File: src/rtl/plus_1_step_counter.sv
// rtl/plus_1_step_counter.sv - run-length sequencer wrapped around an external plus_1_adder.
// Build option: define PLUS_1_SAT_EN to saturate at MAX_INT instead of wrapping to MIN_INT.
module plus_1_step_counter #(
  parameter int WIDTH  = 16,
  parameter int STEP_W = 8
) (
  input  logic              clk,
  input  logic              rst,
  input  logic              load,
  input  logic [WIDTH-1:0]  load_val,
  input  logic              start,
  input  logic [STEP_W-1:0] steps,
  output logic [WIDTH-1:0]  adder_in,
  input  logic [WIDTH-1:0]  adder_out,
  output logic [WIDTH-1:0]  value,
  output logic              busy,
  output logic              done,
  output logic              ovf
);

  typedef enum logic [1:0] {
    IDLE = 2'd0,
    RUN  = 2'd1,
    DONE = 2'd2
  } state_t;

  localparam logic [WIDTH-1:0] MAX_INT = {1'b0, {(WIDTH-1){1'b1}}};
  localparam logic [WIDTH-1:0] MIN_INT = {1'b1, {(WIDTH-1){1'b0}}};

  // The adder cannot produce MAX_INT+1, so the post-MAX_INT value is generated here.
`ifdef PLUS_1_SAT_EN
  localparam logic [WIDTH-1:0] AFTER_MAX = MAX_INT;
`else
  localparam logic [WIDTH-1:0] AFTER_MAX = MIN_INT;
`endif

  state_t              state, state_next;
  logic [WIDTH-1:0]    value_next;
  logic                ovf_next;
  logic [STEP_W-1:0]   remaining, remaining_next;

  assign adder_in = value;
  assign busy     = (state == RUN);
  assign done     = (state == DONE);

  always_ff @(posedge clk or posedge rst) begin
    if (rst) begin
      state     <= IDLE;
      value     <= '0;
      ovf       <= 1'b0;
      remaining <= '0;
    end else begin
      state     <= state_next;
      value     <= value_next;
      ovf       <= ovf_next;
      remaining <= remaining_next;
    end
  end

  always_comb begin
    state_next     = state;
    value_next     = value;
    ovf_next       = ovf;
    remaining_next = remaining;
    unique case (state)
      IDLE: begin
        if (load) begin
          value_next = load_val;
          ovf_next   = 1'b0;
        end else if (start) begin
          if (steps == '0) begin
            state_next = DONE;
          end else begin
            remaining_next = steps;
            state_next     = RUN;
          end
        end
      end
      RUN: begin
        if (value == MAX_INT) begin
          value_next = AFTER_MAX;
          ovf_next   = 1'b1;
        end else begin
          value_next = adder_out;
        end
        remaining_next = remaining - STEP_W'(1);
        if (remaining == STEP_W'(1)) begin
          state_next = DONE;
        end
      end
      DONE: begin
        state_next = IDLE;
      end
      default: begin
        state_next = IDLE;
      end
    endcase
  end

endmodule
File: config.mk
export PLATFORM = sky130hd
export DESIGN_NAME = plus_1_step_counter
export DESIGN_NICKNAME = d
export VERILOG_FILES = /design/src/rtl/plus_1_step_counter.sv
export SDC_FILE = /design/constraint.sdc
export NUM_CORES = 1
export LEC_CHECK = 0
export CAP_MARGIN = 20
export CORE_AREA = 2 2 73 61
export CTS_CLUSTER_SIZE = 12
export DETAILED_ROUTE_END_ITERATION = 12
export DIE_AREA = 0 0 75 63
export PLACE_DENSITY_LB_ADDON = 0.05
export SLEW_MARGIN = 20
export SYNTH_ARGS = -nofsm -noshare
export SYNTH_HDL_FRONTEND = slang
export SYNTH_SLANG_ARGS = --single-unit
File: constraint.sdc
create_clock -name clk -period 2.9 [get_ports clk]
set_input_delay 0.435 -clock clk [delete_from_list [all_inputs] [get_ports clk]]
set_output_delay 0.435 -clock clk [all_outputs]
set_load 0.05 [all_outputs]
==> run summary, run 1 <==
Status - finished clean
Final worst-path cycle share - 74.6%
Clock tree buffer depth - 2
Post-CTS setup buffer count - 0
Core area - 4020 um^2
Initial Util - 42.3%
Cell row count - 21
Finished Core Util - 61.5%
Largest net degree at the start of global routing - 33
Min Tclk post-route - 2.16 ns
Worst path cell trace - nor2b_1, clkdlybuf4s50_1
WL final - 4550 um
Crit-path leading delay family - buffers and inverters
CP max stage cell - clkdlybuf4s50_1
Mapped Area - 1700 um^2
Distinct cell type count after synthesis - 43
Clock Latency Late Sink - 0.28 ns
Dpl ws - 0.690 ns
Routed Antenna Nets - 0
Worst Path Arrival - 1.73 ns
Max-slew headroom at the worst pin - 59.8%
VDD IR max - 631 uV
Register area share after synthesis - 39.8%
Hold-fix buffers, CTS - 0
Die footprint - 4730 um^2
Final hold vios - 0
Setup CP Type - reg -> out
TritonCTS clock tree - yes
Max FO, Critical Path - 9
Synth-to-layout area growth - 45.4%
Syn avg cell area - 8.45 um^2
Vias per cell - 5.18
Max_cap viols - 0
Pleak - 0.000985 uW
Post-synth EDFFs - 0
Antenna diodes - 0
Pwr dens - 1190 nW/um^2
Total Nets Final - 307
Total GRT Usage - 20.9%
Clk_skew - 0.0116 ns
Port Buf Inserts - 78
Vias - 1641
Die height - 63 um
CTS Sinks - 27
Area contributors post-synth - dfrtp_1 (40%), buf_4 (7.1%), a31oi_1 (5.9%)
Unrepaired setup endpoints after global routing - false
DP Wirelength - 3370 um
Required @ worst endpoint - 2.47 ns
Max Clk Rate - 462 MHz
Largest area contributor in the netlist - dfrtp_1
DRC viols - 0
Slowest stage delay, CP - 0.81 ns
First-pass GRT wire length - 7790 um
Prevailing post-synth register cell - dfrtp_1
CTS H-tree lvls - 1
Post-synth ARST share - 100%
Final WS setup - 0.738 ns
Layout cells sized above 1 - 6.54%
Cell count after synthesis - 201
Yosys top cell area share - 39.8%
DR WL/cell - 14.4 um
CTS buffer count - 3
Buf/Inv on CP - 1
Hold Crit Class - in -> async
Root Driver - clkbuf_8
Crit. End Element - primary output
Die W - 75 um
Clock transition at path regs - 0.11 ns
Initial antenna violation count - 0
Gr ovfl total - 0
First-iteration detailed-routing DRC count - 82
Vias in the first global route - 1556
Final setup TNS - 0 ns
Final setup fails - 0
Synthesized Nets - 247
# IOs - 79
Least-Margin Pin Slew - 0.603 ns
CP Launch Type - register
Slew Limit Fails - 0
Ys Warns - 0
GPL Wtd Cong - 0.920
1st-pass router iterations - 4
Post-cts gate resize count - 0
FF+latch count, synth - 27
worst register-to-register path, stage by stage, from the launching register on:
cell and delay, ns:
dfrtp_1 0.43, nand4b_1 0.17, or4_1 0.85, nor3b_1 0.27
o22ai_1 0.12
layout by cell type, fill, tap and decap left out, types with 4 or more instances in the layout:
master / synthesis / layout
a21oi_1: 4 / 4
a221oi_1: 4 / 4
a31oi_1: 16 / 16
buf_4: 16 / 5
clkdlybuf4s50_1: 0 / 77
dfrtp_1: 27 / 27
inv_1: 7 / 7
nand2_1: 21 / 21
nand3_1: 17 / 17
nor2_1: 24 / 23
nor3_1: 5 / 5
o21ai_0: 4 / 4
routing by layer:
layer	part of all wire, %	vias up	track usage, %	wire (um)
met5	0	-	0	0
met1	50	757	32.5	2300
met3	6.2	4	5.00	282
met2	43	54	30.0	1950
li1	-	826	-	-
met4	0.44	0	2.23	20
cell families after synthesis:
logic type	share of synthesized area (%)
simple gates	27.2
buf+inv	12.3
flops	39.8
compound gates	16.3
fa+ha+maj	1.47
mux	1.33
xor+xnor	1.55
worst paths after layout:
path	start	endpoint	slack [ns]	depth (start not counted)
hold reg to reg	ovf	ovf	0.52	2
setup / recovery	state[0]	done	0.74	2
hold / removal	rst	state[1]	0.51	3
max in group asynchronous	rst	adder_in[12]	2.12	3
setup reg to reg	adder_in[15]	adder_in[15]	1.00	4
min in group clk	ovf	ovf	0.52	2
area by class of cell:
class / instances / area (um^2)
clock inverter: 1 / 7.51
clock buffer: 3 / 41.3
sequential: 27 / 676
timing repair buffer: 83 / 828
multi-input combinational: 138 / 817
fill: 375 / 1550
inverter: 8 / 30.0
tap: 57 / 71.3
cells in the mapped netlist, types with 3 or more instances:
library cell,count
a21oi_1,4
a221oi_1,4
a31oi_1,16
buf_2,5
buf_4,16
clkbuf_1,5
dfrtp_1,27
inv_1,7
nand2_1,21
nand3_1,17
nand4_1,3
nor2_1,24
nor2b_1,3
nor3_1,5
nor3b_1,3
o21ai_0,4
or4_1,3
flip-flops by register name, summed over array words and instances (netlist names):
register and flops:
remaining 8, state 2, adder_in 16, ovf 1
report_power, final:
group / switching [uW] / internal [uW] / total (uW)
Sequential: 206 / 548 / 754
Combinational: 1260 / 704 / 1960
Clock: 129 / 97.9 / 227
stage by stage:
stage               power, uW  std cells  hold WS, ns  area (um^2)
floorplan                2210        201        0.488         1700
global placement         2720        313        0.490         2420
detailed placement       2730        313        0.496         2420
CTS                      2960        317        0.520         2470
global route             3120        317        0.538         2470
finish                   2940        317        0.511         2470
(Power assumes the default switching activity.)
==> run 2: changes to the inputs <==
- CORE_AREA: 2 2 73 61 -> 2 2 75 63
- DIE_AREA: 0 0 75 63 -> 0 0 77 65
- clock period: 2.9 -> 2.3 ns (I/O delays scaled with it)
==> run 2 against run 1 <==
  * Critical path depth is 2 higher
  * Register-to-register slack worse by 0.66 ns
  * Total power is 26% higher
  * Wire length is 1.5% lower
  * Design area is 0.56% higher
==> run summary, run 2 (synthesis gave the netlist of run 1 again) <==
Status - finished clean
Initial Util - 39.1%
Worst Path Arrival - 2.17 ns
Slew Limit Fails - 0
Setup CP Type - reg -> reg
Min Hold Slack - 0.430 ns
Synth-to-layout area growth - 46.2%
CTS buffer count - 3
Max-slew headroom at the worst pin - 58.6%
Die height - 65 um
Final worst-path cycle share - 85.3%
Cell row count - 22
GPL Wtd Cong - 0.811
Max_cap viols - 0
Die footprint - 5010 um^2
Pleak - 0.00100 uW
Clock transition at path regs - 0.10 ns
Root Driver - clkbuf_8
Max FFs per register - 16
Vias - 1649
Total Nets Final - 309
First-iteration detailed-routing DRC count - 75
Hold-fix buffers, CTS - 0
Core area - 4350 um^2
Largest net degree at the start of global routing - 33
Port Buf Inserts - 78
CTS H-tree lvls - 1
Crit. End Element - register
CTS Sinks - 27
Pwr dens - 1490 nW/um^2
TritonCTS clock tree - yes
Slowest stage delay, CP - 0.87 ns
CP Launch Type - register
Min Tclk post-route - 1.96 ns
DR WL/cell - 13.9 um
Worst path cell trace - nand4b_1, or4_1, nor3b_1, o22ai_1
Post-CTS setup buffer count - 0
Slack of the worst reg-to-reg path - 0.34 ns
Antenna diodes - 0
Crit-path leading delay family - simple AND/OR/NAND/NOR gates
Vias in the first global route - 1550
Clock Latency Late Sink - 0.27 ns
Final setup fails - 0
Clk_skew - 0.00966 ns
Final setup TNS - 0 ns
Most frequent cells in the layout - clkdlybuf4s50_1 (76), dfrtp_1 (27), nor2_1 (23)
Initial antenna violation count - 0
Die W - 77 um
Max FO, Critical Path - 17
Least-Margin Pin Slew - 0.621 ns
Vias per cell - 5.12
Buf/Inv on CP - 0
Unrepaired setup endpoints after global routing - false
WL final - 4480 um
Hold Crit Class - in -> async
Layout fillers - 435
Max Clk Rate - 510 MHz
Required @ worst endpoint - 2.50 ns
# IOs - 79
VDD IR max - 779 uV
Layout cells sized above 1 - 7.63%
Final hold vios - 0
Gr ovfl total - 0
Post-cts gate resize count - 0
Routed Antenna Nets - 0
DP Wirelength - 3320 um
DRC viols - 0
CP max stage cell - or4_1
First-pass GRT wire length - 7600 um
1st-pass router iterations - 4
Total GRT Usage - 18.8%
Clock tree buffer depth - 2
Commonest non-fill, non-tap cell in the layout - clkdlybuf4s50_1
[run 2: final cells by class]
cell class	count	area (um^2)	share of cell area, %
clock inverters	1	5.00	0.201
flip-flops and latches	27	676	27.2
well taps	60	75.1	3.02
inverters	8	30.0	1.21
multi-input cells	138	817	32.9
clock buffers	3	41.3	1.66
repair buffers	85	841	33.8
[run 2: tightest hold or removal path: stages]
cell	delay, ns
clkdlybuf4s50_1	0.39
inv_1	0.05
buf_4	0.33
[run 2: metrics by stage]
| stage | total power (uW) | utilization (%) | std cells | cell area, um^2 | setup WS (ns) |
|---|---|---|---|---|---|
| 6_report | 3700 | 57.1 | 322 | 2480 | 0.337 |
| 5_1_grt | 3920 | 57.1 | 322 | 2480 | 0.225 |
| 3_3_place_gp | 3440 | 56.1 | 318 | 2440 | 0.221 |
| 4_1_cts | 3730 | 57.1 | 322 | 2480 | 0.322 |
| 3_5_place_dp | 3450 | 56.1 | 318 | 2440 | 0.186 |
| 2_1_floorplan | 2790 | - | 201 | 1700 | 0.407 |
[run 2: power breakdown]
part | switching (uW) | leakage [uW] | internal, uW
clock | 146 | 0.0000255 | 121
combinational | 1590 | 0.000652 | 890
sequential | 254 | 0.000323 | 691
[run 2: layer usage]
metal	up-vias	GRT usage (%)	wire (um)
met4	0	2.68	14
li1	830	-	-
met3	2	4.04	298
met5	-	0	0
met2	50	30.8	2020
met1	767	26.1	2150
[run 2: final timing paths]
| path | startpoint | end | cells past startpoint |
|---|---|---|---|
| max | adder_in[15] | adder_in[15] | 4 |
| min | rst | adder_in[4] | 3 |
| max reg2reg | adder_in[15] | adder_in[15] | 4 |
| min reg2reg | ovf | ovf | 2 |
| max in group asynchronous | rst | adder_in[0] | 3 |
| min in group clk | ovf | ovf | 2 |
==> run 3: changes to the inputs <==
- SKIP_LAST_GASP: default -> 1
==> results of run 3 <==
Same layout as run 2: the final DEF is identical, and so are final timing and power.
